## src/rtl/biriscv_mul_wb_tracker_if.sv

```systemverilog
// Issue, decode, multiplier-result and writeback/hazard signals shared between
// the issue stage and the multiply writeback tracker.
interface biriscv_mul_wb_tracker_if;
    logic        issue_valid_i;
    logic [4:0]  issue_rd_idx_i;
    logic [31:0] issue_pc_i;
    logic [4:0]  dec_ra_idx_i;
    logic [4:0]  dec_rb_idx_i;
    logic [4:0]  dec_rc_idx_i;
    logic        dec_rc_used_i;
    logic [31:0] mult_value_i;

    logic        wb_valid_o;
    logic [4:0]  wb_rd_idx_o;
    logic [31:0] wb_pc_o;
    logic [31:0] wb_value_o;
    logic        stall_o;
    logic        byp_a_o;
    logic        byp_b_o;
    logic        byp_c_o;
    logic [31:0] byp_value_o;

    modport master (
        output issue_valid_i, issue_rd_idx_i, issue_pc_i,
        output dec_ra_idx_i, dec_rb_idx_i, dec_rc_idx_i, dec_rc_used_i,
        output mult_value_i,
        input  wb_valid_o, wb_rd_idx_o, wb_pc_o, wb_value_o,
        input  stall_o, byp_a_o, byp_b_o, byp_c_o, byp_value_o
    );

    modport slave (
        input  issue_valid_i, issue_rd_idx_i, issue_pc_i,
        input  dec_ra_idx_i, dec_rb_idx_i, dec_rc_idx_i, dec_rc_used_i,
        input  mult_value_i,
        output wb_valid_o, wb_rd_idx_o, wb_pc_o, wb_value_o,
        output stall_o, byp_a_o, byp_b_o, byp_c_o, byp_value_o
    );
endinterface

```

## src/rtl/biriscv_mul_wb_tracker.sv

```systemverilog
// Shadow pipeline tracking rd/PC of in-flight multiplies, producing the tagged
// writeback and the RAW stall/bypass decisions for the instruction in issue.
module biriscv_mul_wb_tracker #(
    parameter int unsigned MULT_STAGES = 2
) (
    input  logic                       clk_i,
    input  logic                       rst_i,
    input  logic                       hold_i,
    input  logic                       flush_i,
    biriscv_mul_wb_tracker_if.slave    bus,
    output logic [1:0]                 inflight_o,
    output logic [31:0]                stall_cnt_o
);

    localparam int unsigned Last = MULT_STAGES - 1;

    logic [MULT_STAGES-1:0]        vld_q, vld_d;
    logic [MULT_STAGES-1:0][4:0]   rd_q, rd_d;
    logic [MULT_STAGES-1:0][31:0]  pc_q, pc_d;
    logic [31:0]                   stall_cnt_q, stall_cnt_d;

    logic [2:0][4:0] src_idx;
    logic [2:0]      src_en;
    logic [2:0]      src_stall;
    logic [2:0]      src_byp;
    logic            stall;
    logic [1:0]      inflight;

    assign src_idx = {bus.dec_rc_idx_i, bus.dec_rb_idx_i, bus.dec_ra_idx_i};
    assign src_en  = {bus.dec_rc_used_i, 1'b1, 1'b1};

    // Walk from oldest to youngest so the youngest matching stage wins (WAW-safe).
    always_comb begin
        src_stall = '0;
        src_byp   = '0;
        for (int s = 0; s < 3; s++) begin
            for (int k = int'(Last); k >= 0; k--) begin
                if (src_en[s] && (src_idx[s] != 5'd0) && vld_q[k] && (rd_q[k] == src_idx[s])) begin
                    src_stall[s] = (k != int'(Last));
                    src_byp[s]   = (k == int'(Last));
                end
            end
        end
    end

    assign stall = |src_stall;

    always_comb begin
        inflight = 2'd0;
        for (int k = 0; k < int'(MULT_STAGES); k++) begin
            inflight = inflight + {1'b0, vld_q[k]};
        end
    end

    always_comb begin
        vld_d       = vld_q;
        rd_d        = rd_q;
        pc_d        = pc_q;
        stall_cnt_d = stall_cnt_q;
        if (!hold_i) begin
            vld_d[0] = bus.issue_valid_i;
            rd_d[0]  = bus.issue_rd_idx_i;
            pc_d[0]  = bus.issue_pc_i;
            for (int k = 1; k < int'(MULT_STAGES); k++) begin
                vld_d[k] = vld_q[k-1];
                rd_d[k]  = rd_q[k-1];
                pc_d[k]  = pc_q[k-1];
            end
            if (stall) begin
                stall_cnt_d = stall_cnt_q + 32'd1;
            end
        end
        // Flush wins over hold and also drops an op issued this cycle.
        if (flush_i) begin
            vld_d = '0;
        end
    end

    always_ff @(posedge clk_i or negedge rst_i) begin
        if (!rst_i) begin
            vld_q       <= '0;
            rd_q        <= '0;
            pc_q        <= '0;
            stall_cnt_q <= '0;
        end else begin
            vld_q       <= vld_d;
            rd_q        <= rd_d;
            pc_q        <= pc_d;
            stall_cnt_q <= stall_cnt_d;
        end
    end

    assign bus.wb_valid_o  = vld_q[Last] & (rd_q[Last] != 5'd0);
    assign bus.wb_rd_idx_o = rd_q[Last];
    assign bus.wb_pc_o     = pc_q[Last];
    assign bus.wb_value_o  = bus.mult_value_i;
    assign bus.stall_o     = stall;
    assign bus.byp_a_o     = src_byp[0] & ~stall;
    assign bus.byp_b_o     = src_byp[1] & ~stall;
    assign bus.byp_c_o     = src_byp[2] & ~stall;
    assign bus.byp_value_o = bus.mult_value_i;
    assign inflight_o      = inflight;
    assign stall_cnt_o     = stall_cnt_q;

endmodule

```

## src/flat_wrapper.sv

```systemverilog
// flat-port wrapper written by rule: the top's interface ports become plain ports
module biriscv_mul_wb_tracker_flat 
#(
    parameter int unsigned MULT_STAGES = 2
)
  (clk_i, rst_i, hold_i, flush_i, inflight_o, stall_cnt_o, bus_issue_valid_i, bus_issue_rd_idx_i, bus_issue_pc_i, bus_dec_ra_idx_i, bus_dec_rb_idx_i, bus_dec_rc_idx_i, bus_dec_rc_used_i, bus_mult_value_i, bus_wb_valid_o, bus_wb_rd_idx_o, bus_wb_pc_o, bus_wb_value_o, bus_stall_o, bus_byp_a_o, bus_byp_b_o, bus_byp_c_o, bus_byp_value_o);
  biriscv_mul_wb_tracker_if bus_i ();
  input  logic clk_i;
  input  logic rst_i;
  input  logic hold_i;
  input  logic flush_i;
  output logic [1:0] inflight_o;
  output logic [31:0] stall_cnt_o;
  input wire logic [$bits(bus_i.issue_valid_i)-1:0] bus_issue_valid_i;
  input wire logic [$bits(bus_i.issue_rd_idx_i)-1:0] bus_issue_rd_idx_i;
  input wire logic [$bits(bus_i.issue_pc_i)-1:0] bus_issue_pc_i;
  input wire logic [$bits(bus_i.dec_ra_idx_i)-1:0] bus_dec_ra_idx_i;
  input wire logic [$bits(bus_i.dec_rb_idx_i)-1:0] bus_dec_rb_idx_i;
  input wire logic [$bits(bus_i.dec_rc_idx_i)-1:0] bus_dec_rc_idx_i;
  input wire logic [$bits(bus_i.dec_rc_used_i)-1:0] bus_dec_rc_used_i;
  input wire logic [$bits(bus_i.mult_value_i)-1:0] bus_mult_value_i;
  output wire logic [$bits(bus_i.wb_valid_o)-1:0] bus_wb_valid_o;
  output wire logic [$bits(bus_i.wb_rd_idx_o)-1:0] bus_wb_rd_idx_o;
  output wire logic [$bits(bus_i.wb_pc_o)-1:0] bus_wb_pc_o;
  output wire logic [$bits(bus_i.wb_value_o)-1:0] bus_wb_value_o;
  output wire logic [$bits(bus_i.stall_o)-1:0] bus_stall_o;
  output wire logic [$bits(bus_i.byp_a_o)-1:0] bus_byp_a_o;
  output wire logic [$bits(bus_i.byp_b_o)-1:0] bus_byp_b_o;
  output wire logic [$bits(bus_i.byp_c_o)-1:0] bus_byp_c_o;
  output wire logic [$bits(bus_i.byp_value_o)-1:0] bus_byp_value_o;
  assign bus_i.issue_valid_i = bus_issue_valid_i;
  assign bus_i.issue_rd_idx_i = bus_issue_rd_idx_i;
  assign bus_i.issue_pc_i = bus_issue_pc_i;
  assign bus_i.dec_ra_idx_i = bus_dec_ra_idx_i;
  assign bus_i.dec_rb_idx_i = bus_dec_rb_idx_i;
  assign bus_i.dec_rc_idx_i = bus_dec_rc_idx_i;
  assign bus_i.dec_rc_used_i = bus_dec_rc_used_i;
  assign bus_i.mult_value_i = bus_mult_value_i;
  assign bus_wb_valid_o = bus_i.wb_valid_o;
  assign bus_wb_rd_idx_o = bus_i.wb_rd_idx_o;
  assign bus_wb_pc_o = bus_i.wb_pc_o;
  assign bus_wb_value_o = bus_i.wb_value_o;
  assign bus_stall_o = bus_i.stall_o;
  assign bus_byp_a_o = bus_i.byp_a_o;
  assign bus_byp_b_o = bus_i.byp_b_o;
  assign bus_byp_c_o = bus_i.byp_c_o;
  assign bus_byp_value_o = bus_i.byp_value_o;
  biriscv_mul_wb_tracker #(.MULT_STAGES(MULT_STAGES)) u_core (.clk_i(clk_i), .rst_i(rst_i), .hold_i(hold_i), .flush_i(flush_i), .bus(bus_i), .inflight_o(inflight_o), .stall_cnt_o(stall_cnt_o));
endmodule
```

## config.mk

```make
export PLATFORM = sky130hd
export DESIGN_NAME = biriscv_mul_wb_tracker_flat
export DESIGN_NICKNAME = d
export VERILOG_FILES = /design/src/rtl/biriscv_mul_wb_tracker_if.sv /design/src/rtl/biriscv_mul_wb_tracker.sv /design/src/flat_wrapper.sv
export SDC_FILE = /design/constraint.sdc
export NUM_CORES = 1
export LEC_CHECK = 0
export ABC_AREA = 0
export CAP_MARGIN = 40
export CORE_MARGIN = 2
export CORE_UTILIZATION = 40
export DETAILED_ROUTE_END_ITERATION = 6
export HOLD_SLACK_MARGIN = 0.08
export PLACE_DENSITY_LB_ADDON = 0.15
export SLEW_MARGIN = 20
export SYNTH_ARGS = -nofsm -noshare
export SYNTH_HDL_FRONTEND = slang
export SYNTH_SLANG_ARGS = --single-unit
```

## constraint.sdc

```tcl
create_clock -name clk_i -period 2.15 [get_ports clk_i]
set_clock_uncertainty 0.15 [all_clocks]
set_input_delay 0.3225 -clock clk_i [delete_from_list [all_inputs] [get_ports clk_i]]
set_output_delay 0.3225 -clock clk_i [all_outputs]
set_load 0.03 [all_outputs]
```

# ---- Word-level counts from Yosys, hierarchy flattened
# Index checks and enable logic that the tools add are counted.
dict set report classes {
  n_addsub 2
  n_eq_ne 7
  mux 11
  bitwise 6
  reduce_logical 19
}
# op count
set op_table {}
lappend op_table {{$add 32x1->32 const B} 1}
lappend op_table {{$eq 5x5->1} 6}
lappend op_table {{$reduce_bool 5->1} 4}
lappend op_table {{$logic_and 1x1->1} 13}
lappend op_table {{$mux 1} 9}
lappend op_table {{$and 1x1->1} 4}
lappend op_table {{$mux 2} 2}
lappend op_table {{$reduce_or 3->1} 1}
lappend op_table {{$add 1x1->2} 1}
lappend op_table {{$ne 2x1->1 const B} 1}
lappend op_table {{$not 1->1} 2}
lappend op_table {{$reduce_and 2->1} 1}
dict set report totals {
  ff_bits 108
  input_bits 90
  elab_cells 51
}

# ---- Depth between registers and ports, before layout
dict set report logic_depth {
  ltp_word 8
  ltp_mapped 7
  ltp_nobuf 6
}

# ---- Least setup slack after synthesis
# OpenSTA, ideal clock, no wires.
dict set report synth_timing {
  path_kind {input to output}
  startpoint {input bus_dec_rb_idx_i[0]}
  endpoint {output bus_byp_b_o}
  arrival_time_ps 1823
  required_ps 1678
  slack_ps -146
  stages 6
  cell_sequence {or4_1 > nor2_1 > or4_1 > clkbuf_1 > buf_2 > and4_1}
}
dict set report synth_between {
  elab_chain_cells 7
  word_cells_on_any_way 13
}
# element line
set synth_rtl {}
lappend synth_rtl {{start: declaration} flat_wrapper.sv:18} ;# input wire logic [$bits(bus_i.dec_rb_idx_i)-1:0] bus_dec_rb_idx_i;
lappend synth_rtl {{$reduce_bool 5->1} biriscv_mul_wb_tracker.sv:38} ;# if (src_en[s] && (src_idx[s] != 5'd0) && vld_q[k] && (rd_q[k] == src_idx[s])) begin
lappend synth_rtl {{$logic_and 1x1->1 (2 in series)} biriscv_mul_wb_tracker.sv:38}
lappend synth_rtl {{$mux 1} biriscv_mul_wb_tracker.sv:38}
lappend synth_rtl {{$reduce_or 3->1} biriscv_mul_wb_tracker.sv:46} ;# assign stall = |src_stall;
lappend synth_rtl {{$not 1->1} biriscv_mul_wb_tracker.sv:99} ;# assign bus.byp_b_o = src_byp[1] & ~stall;
lappend synth_rtl {{$and 1x1->1 *} biriscv_mul_wb_tracker.sv:99}
lappend synth_rtl {{end: declaration} flat_wrapper.sv:28} ;# output wire logic [$bits(bus_i.byp_b_o)-1:0] bus_byp_b_o;
# Mark *: on every way between the ends. The rest lies on a longest branch, timed or not.

# ---- Final worst setup path
dict set report layout_timing {
  startpoint {register u_core.rd_q[2] in the netlist's numbering}
  endpoint {output bus_byp_b_o}
}
dict set report layout_between {
  elab_chain_cells 6
  word_cells_on_any_way 13
}
# element line
set layout_rtl {}
lappend layout_rtl {{start: declaration} biriscv_mul_wb_tracker.sv:18} ;# logic [MULT_STAGES-1:0][4:0] rd_q, rd_d;
lappend layout_rtl {{start signal: assignment} biriscv_mul_wb_tracker.sv:87} ;# rd_q <= rd_d;
lappend layout_rtl {{$eq 5x5->1} biriscv_mul_wb_tracker.sv:38}
lappend layout_rtl {{$logic_and 1x1->1} biriscv_mul_wb_tracker.sv:38}
lappend layout_rtl {{$mux 1} biriscv_mul_wb_tracker.sv:38}
lappend layout_rtl {{$reduce_or 3->1} biriscv_mul_wb_tracker.sv:46}
lappend layout_rtl {{$not 1->1} biriscv_mul_wb_tracker.sv:99}
lappend layout_rtl {{$and 1x1->1 *} biriscv_mul_wb_tracker.sv:99}
# Marks and branches as above.

==> flow_summary.ini <==
[placement]
dp_hpwl_mm = 8.847
dp_cells = 728
place_area_um2 = 6815
gp_congestion = 0.8662
io_buffer_count = 133

[yosys]
synth_top_family_by_area = buffers and inverters
synth_mux_area_share_pct = 14.95
synthXorXnorAreaFrac_pct = 9.240
synth_fa_ha_area_share_pct = 0.4328
synth_area_um2 = 5782
yosysWarnings = 0
synthesis.instances = 497
ys_seq_elements = 108
yosys.area_share.simple_pct = 8.916
synth-compound-area-share_pct = 4.328
synthFlopType = dfrtp_1
syn-num-nets = 589
ys_seq_area_share_pct = 46.74
synth_edf_count = 0
avgSynthCellArea_um2 = 11.63
synth_cell_type_count = 36
synth-async-reset-ratio_pct = 100.0

[critical_path]
slowest_stage = dfrtp_2
ff2ff_path_depth = 8
criticalPathCategory = reg -> out
slowest_delay_ns = 0.46
r2r_end = u_core.stall_cnt_o[2]$_DFFE_PN0P_
r2r_slack_ns = -0.10
arrival_ns = 2.07
cp_max_fo = 4
cp_top_family = simple AND/OR/NAND/NOR gates
path_cells = xnor2_2, nand4_1, or4_4, and3_4, and4_4, buf_6
crit_path_end_kind = output port
timing.rr.start = u_core.rd_q[3]$_DFFE_PN0N_
worstPathRequired_ns = 1.68
critPathLaunchType = flop
worst-path-buf-inv = 1

[worst_hold_path]
hp-start = hold_i
hold_end = u_core.stall_cnt_o[5]$_DFFE_PN0P_
hp-class = in -> reg
min_delay_path_depth = 4

[layout]
final_layout_size_suffix_gt1_share_pct = 36.40
final_common_cell = clkdlybuf4s50_1
fin_area_um2 = 7845
nNetsFinal = 666
antenna_cells = 0
final_cell_mix = 112 x clkdlybuf4s50_1, 103 x dfrtp_1, 74 x mux2_2, 44 x xor2_1, 43 x buf_4
fin_cells = 757
areaGrowthSynthToFinish_pct = 35.68
nFillCells = 1172

[cts]
insertion_delay_ns = 0.35
clk_pin_slew_ns = 0.07
cts_made_buffers = 9
clockBufferDepth = 2
cts.sinks = 108
root_buffer = clkbuf_16
htreeDepth = 3
tritoncts = yes

[global_route]
grtUsageTotal_pct = 17.30
grt_pass1_vias = 4210
grt_overflow = 0
grt_max_degree = 40
grt_pass1_wl_mm = 21.84
antenna_found_initial = 0

[route]
wl_per_cell_um = 17.24
remaining_drc_errors = 0
num_vias = 3942
firstDrtPassIters = 4
ant_nets = 0
drt_iter0_drc = 304
drt-total-wl_mm = 13.05
viasPerCell = 5.207

[sta]
hold_violations = 0
fin_crit_sh_pct = 118.4
tightest_slew_ns = 0.7200
maxSlewViolCount = 0
setup_violations = 25
rsz0062_at_grt = yes
min_period_ns = 2.546
max_clock_freq_ghz = 0.3928
whs_ns = 0.3080
final.setup.worst_slack_ns = -0.3956
relSlewSlack_pct = 51.55

[floorplanning]
die_width_um = 124.2
die_h_um = 124.2
initial_utilization_pct = 41.33
fp.dieArea_um2 = 15430
io_pins = 230
rows = 43
core-area_um2 = 13990

[outcome]
status = finished with violations
violations = setup timing

[pwr]
power_density_nw_per_um2 = 650.1
p_leak_nw = 3.229
ir_drop_v = 0.0005690

[run]
max-cap-violations = 0
[per-stage QoR]
| step | setup WS (ns) | power [W] | utilization [%] | setup TNS [ns] |
|---|---|---|---|---|
| 2_1_floorplan | -0.01984 | 0.003290 | - | -0.04707 |
| 6_report | -0.3956 | 0.005100 | 56.08 | -2.777 |
| 4_1_cts | -0.3958 | 0.005180 | 55.72 | -3.231 |
| 3_5_place_dp | -0.5167 | 0.003475 | 48.72 | -14.79 |
| 3_3_place_gp | -0.4608 | 0.003454 | 48.72 | -13.18 |
| 5_1_grt | -0.4720 | 0.005358 | 56.08 | -6.255 |
[cells in the mapped netlist, drive strengths merged, types with 7 or more instances]
library cell	count	area, um2
a31oi	26	162.7
buf	109	810.8
clkbuf	18	67.56
dfrtp	108	2703
mux2	75	844.6
nand2	14	52.55
nand3	8	40.04
nand4	17	112.6
nor3	7	35.03
nor4	7	50.05
xnor2	17	148.9
xor2	44	385.4
[sequential cells by signal, summed over array words and instances, names as in the netlist]
name                    count
u_core.stall_cnt_o         32
u_core.vld_q                2
u_core.pc_q                32
u_core.rd_q                 5
u_core.bus.wb_rd_idx_o      5
u_core.bus.wb_pc_o         32
[power breakdown]
part	switching, W	internal (W)	leakage, nW
registers	0.000122	0.00222	1.33
clock network	0.000742	0.000899	0.132
logic	0.000544	0.000574	1.77
total	0.00141	0.00369	3.23
[worst register-to-register path, stage by stage, from the launching register on]
cell and delay (ns):
dfrtp_2 0.47, buf_6 0.14, xor2_1 0.15, nor4_1 0.26
nand4b_1 0.16, buf_4 0.24, buf_8 0.16, a311oi_2 0.27
xor2_1 0.18
[routing by layer]
metal	wire (um)	GRT usage, %	vias up	part of all wire, %
met5	0	0	-	0
met1	5273	20.82	1982	40
met2	6475	28.09	141	50
met4	273	5.948	0	2.1
met3	1027	7.057	31	7.9
li1	-	-	1788	-
[worst max-delay path by stage]
stage	end	depth (start not counted)	startpoint
floorplan	bus_byp_b_o	6	bus_dec_ra_idx_i[1]
global placement	bus_byp_b_o	7	bus_dec_rb_idx_i[3]
detailed placement	bus_byp_b_o	7	bus_dec_rc_idx_i[0]
CTS	bus_byp_b_o	6	u_core.rd_q[2]$_DFFE_PN0N_
global route	bus_byp_b_o	6	u_core.rd_q[2]$_DFFE_PN0N_
finish	bus_byp_b_o	6	u_core.rd_q[2]$_DFFE_PN0N_
[logic make-up (layout without fill, tap and decap cells)]
logic type	Yosys count	after routing
buffers and inverters	130	210
multiplexers	77	77
AO/OA/AOI/OAI	33	33
flip-flops	108	108
AND/OR/NAND/NOR	86	86
XOR/XNOR	61	61
adder cells (fa/ha/maj)	2	2
[area by class of cell]
class                           instances  area [um2]  share of cell area, %
Sequential cell                       108        2709                  34.53
Multi-Input combinational cell        259        2656                  33.86
Timing Repair Buffer                  193        1954                  24.91
Clock buffer                            9       225.2                  2.871
Tap cell                              180       225.2                  2.871
Clock inverter                          5       63.81                 0.8134
Inverter                                3       11.26                 0.1435
[timing repair]
item	in CTS	in global routing
resized for setup	108	14
hold buffers	1	0
hold endpoints to repair	36	0
setup buffers	10	3
cloned	5	0
setup endpoints to repair	38	38
pin swaps	49	3
No activity file was read; power rests on OpenSTA's default activity.
